--- config.mk ---
export PLATFORM = sky130hd
export DESIGN_NAME = counter_seq_ctrl_flat
export DESIGN_NICKNAME = d
export VERILOG_FILES = /design/src/rtl/counter_seq_ctrl_if.sv /design/src/rtl/counter_seq_ctrl.sv /design/src/flat_wrapper.sv
export SDC_FILE = /design/constraint.sdc
export NUM_CORES = 1
export LEC_CHECK = 0
export BUFFER_PORTS_ARGS = -buffer_cell sky130_fd_sc_hd__buf_2
export CAP_MARGIN = 20
export CORE_ASPECT_RATIO = 0.8
export CORE_MARGIN = 2
export CORE_UTILIZATION = 49
export CTS_CLUSTER_SIZE = 20
export DETAILED_ROUTE_END_ITERATION = 12
export GPL_TIMING_DRIVEN = 0
export PLACE_DENSITY = 0.8
export SKIP_LAST_GASP = 1
export SYNTH_ARGS = -nofsm -noshare
export SYNTH_HDL_FRONTEND = slang
export SYNTH_SLANG_ARGS = --single-unit
--- constraint.sdc ---
create_clock -name Clk -period 2.6 [get_ports Clk]
set_clock_uncertainty 0.15 [all_clocks]
set_input_delay 0.13 -clock Clk [delete_from_list [all_inputs] [get_ports Clk]]
set_output_delay 0.13 -clock Clk [all_outputs]
set_load 0.01 [all_outputs]
--- src/rtl/counter_seq_ctrl_if.sv ---
// Caller- and counter-facing signal bundle for counter_seq_ctrl.
// slave = the controller; master = whoever drives Start/Preset/etc. and closes the Q loop.
interface counter_seq_ctrl_if;
    logic       Start;
    logic       Stop;
    logic       Dir;
    logic       Rep;
    logic [7:0] Preset;
    logic [7:0] Limit;
    logic [7:0] Q;
    logic       Load;
    logic [7:0] In;
    logic       E;
    logic       D;
    logic       Busy;
    logic       Done;
    logic [7:0] Passes;

    modport slave (
        input  Start, Stop, Dir, Rep, Preset, Limit, Q,
        output Load, In, E, D, Busy, Done, Passes
    );

    modport master (
        output Start, Stop, Dir, Rep, Preset, Limit, Q,
        input  Load, In, E, D, Busy, Done, Passes
    );
endinterface

--- src/rtl/counter_seq_ctrl.sv ---
// Sequencer for an 8-bit loadable up/down counter: load preset, count to limit,
// then finish or reload; Q is fed back to decide when to stop enabling.
module counter_seq_ctrl (
    input  logic               Clk,
    input  logic               Rst_n,
    counter_seq_ctrl_if.slave  bus
);

    typedef enum logic [1:0] {
        IDLE = 2'd0,
        LOAD = 2'd1,
        RUN  = 2'd2,
        DONE = 2'd3
    } state_t;

    state_t     state, state_nxt;
    logic [7:0] preset_reg, limit_reg, passes_reg;
    logic       dir_reg, rep_reg;
    logic       match;
    logic       load_c, en_c, busy_c, done_c;

    assign match = (bus.Q == limit_reg);

    always_ff @(posedge Clk or negedge Rst_n) begin
        if (!Rst_n) begin
            state      <= IDLE;
            preset_reg <= 8'd0;
            limit_reg  <= 8'd0;
            dir_reg    <= 1'b0;
            rep_reg    <= 1'b0;
            passes_reg <= 8'd0;
        end else begin
            state <= state_nxt;
            if (state == IDLE && bus.Start) begin
                preset_reg <= bus.Preset;
                limit_reg  <= bus.Limit;
                dir_reg    <= bus.Dir;
                rep_reg    <= bus.Rep;
                passes_reg <= 8'd0;
            end else if (state == RUN && !bus.Stop && match && passes_reg != 8'hFF) begin
                passes_reg <= passes_reg + 8'd1;
            end
        end
    end

    always_comb begin
        state_nxt = state;
        load_c    = 1'b0;
        en_c      = 1'b0;
        busy_c    = 1'b0;
        done_c    = 1'b0;
        case (state)
            IDLE: begin
                if (bus.Start) state_nxt = LOAD;
            end
            LOAD: begin
                load_c    = 1'b1;
                busy_c    = 1'b1;
                state_nxt = bus.Stop ? IDLE : RUN;
            end
            RUN: begin
                busy_c = 1'b1;
                // Enable drops the same cycle Q hits the limit, so the counter never overshoots.
                en_c   = !match;
                if (bus.Stop)  state_nxt = IDLE;
                else if (match) state_nxt = rep_reg ? LOAD : DONE;
            end
            DONE: begin
                done_c    = 1'b1;
                state_nxt = IDLE;
            end
            default: state_nxt = IDLE;
        endcase
    end

    assign bus.Load   = load_c;
    assign bus.E      = en_c;
    assign bus.Busy   = busy_c;
    assign bus.Done   = done_c;
    assign bus.In     = preset_reg;
    assign bus.D      = dir_reg;
    assign bus.Passes = passes_reg;

endmodule

--- src/flat_wrapper.sv ---
// flat-port wrapper written by rule: the top's interface ports become plain ports
module counter_seq_ctrl_flat 
  (Clk, Rst_n, bus_Start, bus_Stop, bus_Dir, bus_Rep, bus_Preset, bus_Limit, bus_Q, bus_Load, bus_In, bus_E, bus_D, bus_Busy, bus_Done, bus_Passes);
  counter_seq_ctrl_if bus_i ();
  input  logic Clk;
  input  logic Rst_n;
  input wire logic [$bits(bus_i.Start)-1:0] bus_Start;
  input wire logic [$bits(bus_i.Stop)-1:0] bus_Stop;
  input wire logic [$bits(bus_i.Dir)-1:0] bus_Dir;
  input wire logic [$bits(bus_i.Rep)-1:0] bus_Rep;
  input wire logic [$bits(bus_i.Preset)-1:0] bus_Preset;
  input wire logic [$bits(bus_i.Limit)-1:0] bus_Limit;
  input wire logic [$bits(bus_i.Q)-1:0] bus_Q;
  output wire logic [$bits(bus_i.Load)-1:0] bus_Load;
  output wire logic [$bits(bus_i.In)-1:0] bus_In;
  output wire logic [$bits(bus_i.E)-1:0] bus_E;
  output wire logic [$bits(bus_i.D)-1:0] bus_D;
  output wire logic [$bits(bus_i.Busy)-1:0] bus_Busy;
  output wire logic [$bits(bus_i.Done)-1:0] bus_Done;
  output wire logic [$bits(bus_i.Passes)-1:0] bus_Passes;
  assign bus_i.Start = bus_Start;
  assign bus_i.Stop = bus_Stop;
  assign bus_i.Dir = bus_Dir;
  assign bus_i.Rep = bus_Rep;
  assign bus_i.Preset = bus_Preset;
  assign bus_i.Limit = bus_Limit;
  assign bus_i.Q = bus_Q;
  assign bus_Load = bus_i.Load;
  assign bus_In = bus_i.In;
  assign bus_E = bus_i.E;
  assign bus_D = bus_i.D;
  assign bus_Busy = bus_i.Busy;
  assign bus_Done = bus_i.Done;
  assign bus_Passes = bus_i.Passes;
  counter_seq_ctrl u_core (.Clk(Clk), .Rst_n(Rst_n), .bus(bus_i));
endmodule
Yosys cells after proc, flatten, opt, wreduce, memory -nomap -nowiden

Index checks and enable logic that the tools add are counted.

Add/subtract/negate cells: 1
Equality and inequality tests: 7
Mux-type cells: 12
Reductions and logical operators: 10

Operators by type and width:

| kind                                                                     | count |
|---|---|
| 8-bit two-way mux                                                        | 2 |
| 2-bit two-way mux                                                        | 5 |
| 8-bit by 1-bit adder with 8-bit output (second input constant)           | 1 |
| 8-bit == test                                                            | 1 |
| 8-bit inequality test (second input constant)                            | 1 |
| 2-bit one-hot mux with 4 select lines                                    | 1 |
| 2-bit == test (second input constant)                                    | 2 |
| 1-bit logical AND                                                        | 4 |
| 1-bit two-way mux                                                        | 4 |
| 3-bit by 2-bit inequality test with 1-bit output (second input constant) | 1 |
| 2-bit by 1-bit == test with 1-bit output (second input constant)         | 1 |
| 1-bit zero test                                                          | 2 |
| 2-bit zero test                                                          | 1 |
| 2-bit inequality test (second input constant)                            | 1 |
| 2-bit AND reduction                                                      | 1 |
| 2-bit nonzero test                                                       | 1 |
| 2-bit OR reduction                                                       | 1 |

Bits in registers: 28
Bits of input ports: 30
Output and inout bits: 21
Logic and storage cells: 36

Longest topological paths before layout

Word-level depth: 6
Depth in mapped cells: 7
Mapped depth without buffers: 7

Least setup slack after synthesis

OpenSTA, ideal clock, no wires.

Path kind: register to register
From: reg u_core.passes_reg[0] (netlist: u_core.bus.Passes[0])
To: reg u_core.passes_reg[2] (netlist: u_core.bus.Passes[2])
Library setup time: 120 ps
Arrival: 1600 ps
Data required time: 2330 ps
Slack: 730 ps
Cell stages (with the launch flop): 7
Path buffers: 0
Period minus slack after synthesis: 1870 ps
Path through: dfrtp_1 > ha_1 > and3_4 > a41oi_4 > and3_2 > a21oi_1 > a31o_2

Longest elaborated chain between the ends: 3
Elaborated cells between the ends (all ways): 6
Classes of those cells: 1 x add/sub; 1 x eq/ne; 2 x mux; 2 x reduce/logical

Ends and longest elaborated chain:

| what                                                                                   | line                                           | RTL |
|---|---|---|
| start: declaration                                                                     | counter_seq_ctrl.sv:17                         | `logic [7:0] preset_reg, limit_reg, passes_reg;` |
| start signal: assignment                                                               | counter_seq_ctrl.sv:41                         | `passes_reg <= passes_reg + 8'd1;` |
| 8-bit by 1-bit adder with 8-bit output / 8-bit inequality test (equally long branches) | counter_seq_ctrl.sv:41, counter_seq_ctrl.sv:40 |  |
| 8-bit two-way mux / 1-bit logical AND (equally long branches)                          | counter_seq_ctrl.sv:40                         | `end else if (state == RUN && !bus.Stop && match && passes_reg != 8'hFF) begin` |
| 8-bit two-way mux / 2-bit nonzero test (equally long branches)                         | --                                             |  |

Parallel ways exist; a longest one is shown, timed or not. The select of a mux whose other input is x is not followed.
A chain may end at the register's enable or synchronous reset.

Final worst setup path

Ends and elaborated chain as after synthesis.

==> impl_results.md <==
* Result of the run: finished, final reports clean
* Distinct cell type count of the synthesized netlist at 35
* Static Leakage at 1.02 nW
* Total Routed Length at 3.34 mm
* CTS H-Tree Depth at 1
* Type of the worst setup path: reg -> reg
* Biggest fanout along the worst timing path at 5
* Total design power at 1.63 mW
* Crit path launch type: register
* Detail Placement HPWL at 2.32 mm
* CTS clk-pin slew, worst paths at 0.15 ns
* RSZ-0062 raised after global routing: no
* Share of layout cells above drive strength 1 at 28.0%
* Post-synthesis cell type with the largest combined area: dfrtp_1
* Total number of cells along the worst setup path at 6
* Transition at the pin with the smallest max-transition slack at 0.597 ns
* Wire length of the first global-routing pass at approximately 5.7 mm
* Top Usage Layer GRT: met2
* Origin of the critical flop-to-flop path: u_core.bus.Passes[0]
* Async set or reset register ratio after synthesis at between 90% and 100%
* Largest incremental delay on the critical path at ~0.45 ns
* Headroom to the max-slew limit at 60.2%
* Master cell of the clock root buffer: clkbuf_4
* Vias after detailed routing at 1331
* Yosys warns at 0
* Worst IR Drop VDD at 0.000578 V
* Core area at 2770 sq um
* Diode count at 0
* Post-synthesis net count at 188
* Inserted Clock Buffers at 3
* Path class of the lowest-slack min-delay path: in -> reg
* Post-synthesis area per instance at 9.36 sq um
* Endpoint of the worst-slack reg-to-reg timing path: u_core.bus.Passes[2]
* Total gr overflow at 0
* Accumulated negative setup slack at 0 ns
* Initial antenna violation count at 0
* Slowest cell on the critical path: dfrtp_1
* Final net count at 262
* End point of the critical path: u_core.bus.Passes[2]
* Top-level port count at 51
* Cell count after synthesis at ~150
* Post-route clock period utilization at about three quarters
* Post-synthesis sequential area ratio at 49.3%
* Final setup violation count at 0
* Commonest register cell after synthesis: dfrtp_1
* EDFF count, synth at 0
* Vertical die dimension at between 50 and 60 um
* Commonest non-fill, non-tap cell in the layout: nand2_1
* Total count of hold-check failures in the final report at 0
* Portion of synthesized cell area occupied by the leading cell type at 49.3%
* Via count normalized by instance count at 5.06
* DRC viols at 0
* Most used cells in the layout excluding fill and tap cells: nand2_1 (57), buf_2 (50), dfrtp_1 (28), dlygate4sd3_1 (19), xnor2_1 (9)
* RePlAce Congestion at 0.775
* Area of the die at 3350 sq um
* Violation count after the first detailed-routing iteration at 94
* Final critical path time including I/O delays and setup at 1.99 ns
* Launch point of the worst path: u_core.bus.Passes[0]
* Initial core utilization at roughly half
* Main area contributors after synthesis: dfrtp_1 (49%), nand2_1 (15%), xnor2_1 (5.5%)
* Longest Clk Path Bufs at 2
* Minimum setup slack in the final design at just over 0.6 ns
* Number of inserted filler cells in the final layout at 220
* TritonCTS Sinks at 28
* Global Route met3 Usage at 5.16%
* Arrival time at the worst endpoint at 2.08 ns
* Dpl ws at 0.628 ns
* Number of flip-flops and latches in the synthesized netlist at 28
* Clock tree from TritonCTS: built
* Total Routing Usage GR at 22.2%
* Top Family by Delay on Critical Path: compound AO/OA/AOI/OAI gates
* Buffers and inverters on the worst path at 0
* Worst reg-to-reg path cell count at 6
* Maximum number of pins on one net before global-route repair at 29
* Number of max-capacitance violations reported at 0
* Skew-Pair Late Insertion Delay at 0.33 ns
* CP Data Required Time at roughly 2.7 ns
* Synth-to-Final Area Change at 38.0%
* FP Rows at 17
* Horizontal extent of the die at between 60 and 70 um
* Met2 Use GR at between 40% and 50%
* Remaining number of nets flagged by the antenna check after routing at 0
* Detailed-routing iteration count for the pre-antenna-repair pass at 4
* Worst R2R Setup Slack at 0.61 ns
* Max-slew violation count at 0
* Synthesized area at approximately 1400 sq um
* IO Port Bufs at 50
* Nature of the critical path endpoint: register
* Power density over the cells at 829 nW/um^2
* Achievable frequency at 502 MHz
* Post-detailed-route wirelength per cell at 12.7 um
* Worst path cell trace: ha_1, and3_4, a41oi_4, and3_2, a21oi_1, a31o_2
* Via count of the first global-routing pass at 1327
* Global routing met1 resource utilization at 26.7%
==> cells in the mapped netlist (all sizes together), types with 3 or more instances <==
cell type and n:
clkbuf 4, nand3 3, a21oi 6, inv 3, xnor2 9, nor2 4
nand2 57, ha 6, and3 3, nand4 4, and2 3, dfrtp 28
==> worst register-to-register path, delay by kind of cell (launching register included) <==
| kind | cells | cell delay, ns |
|---|---|---|
| flops | 1 | 0.45 |
| compound gates | 3 | 0.55 |
| simple gates | 2 | 0.48 |
| fa+ha+maj | 1 | 0.27 |
==> per-stage QoR <==
step	std cells	util, %	hold WS [ns]	instance area [sq um]
floorplan	152	-	-0.316	1420
global placement	240	62.2	0.0184	1720
detailed placement	240	62.2	0.0249	1720
CTS	263	71.0	0.0764	1960
global route	263	71.0	0.0724	1960
finish	263	71.0	0.0843	1960
==> per-layer routing <==
layer | routed length [um] | share of wire [%] | vias up
li1 | - | - | 653
met1 | 1410 | 42 | 631
met2 | 1730 | 52 | 47
met3 | 199 | 6.0 | 0
met4 | 0 | 0 | 0
met5 | 0 | 0 | -
==> cell type report <==
type | instances | area (sq um) | area share [%]
clock inverter | 1 | 30.0 | 1.53
multi-input combinational | 117 | 696 | 35.4
tap | 38 | 47.5 | 2.42
sequential | 28 | 701 | 35.7
inverter | 3 | 11.3 | 0.574
buffer | 4 | 15.0 | 0.765
timing repair buffer | 69 | 440 | 22.4
clock buffer | 3 | 22.5 | 1.15
==> how the worst min path moves through the flow <==
stage	from	end	slack [ns]	cells past startpoint
2_1_floorplan	Rst_n	u_core.bus.D	-0.32	0
3_3_place_gp	Rst_n	u_core.bus.Passes[0]	0.02	1
3_5_place_dp	Rst_n	u_core.bus.Passes[5]	0.02	1
4_1_cts	bus_Start	u_core.state[0]	0.08	3
5_1_grt	bus_Start	u_core.state[0]	0.07	3
6_report	bus_Start	u_core.state[0]	0.08	3
==> cells by family (layout without fill, tap and decap cells) <==
logic type / Yosys count / count (layout) / share of synthesized area, %
compound gates: 15 / 15 / 8.53
xor+xnor: 10 / 10 / 6.16
fa+ha+maj: 6 / 6 / 5.28
buf+inv: 7 / 80 / 1.85
flops: 28 / 28 / 49.3
mux: 1 / 1 / 0.792
simple gates: 85 / 85 / 28.1
==> report_power, final <==
group          internal, mW  leakage, nW  switching (mW)
registers             0.582        0.360          0.0922
logic                 0.288        0.634           0.381
clock network         0.156       0.0279           0.128
==> timing repair <==
action,CTS,global route
hold buffers,19,0
buffers inserted,0,0
resized for setup,0,0
endpoints found under the hold margin,46,0
setup endpoints to repair,0,0
(Power assumes the default switching activity.)
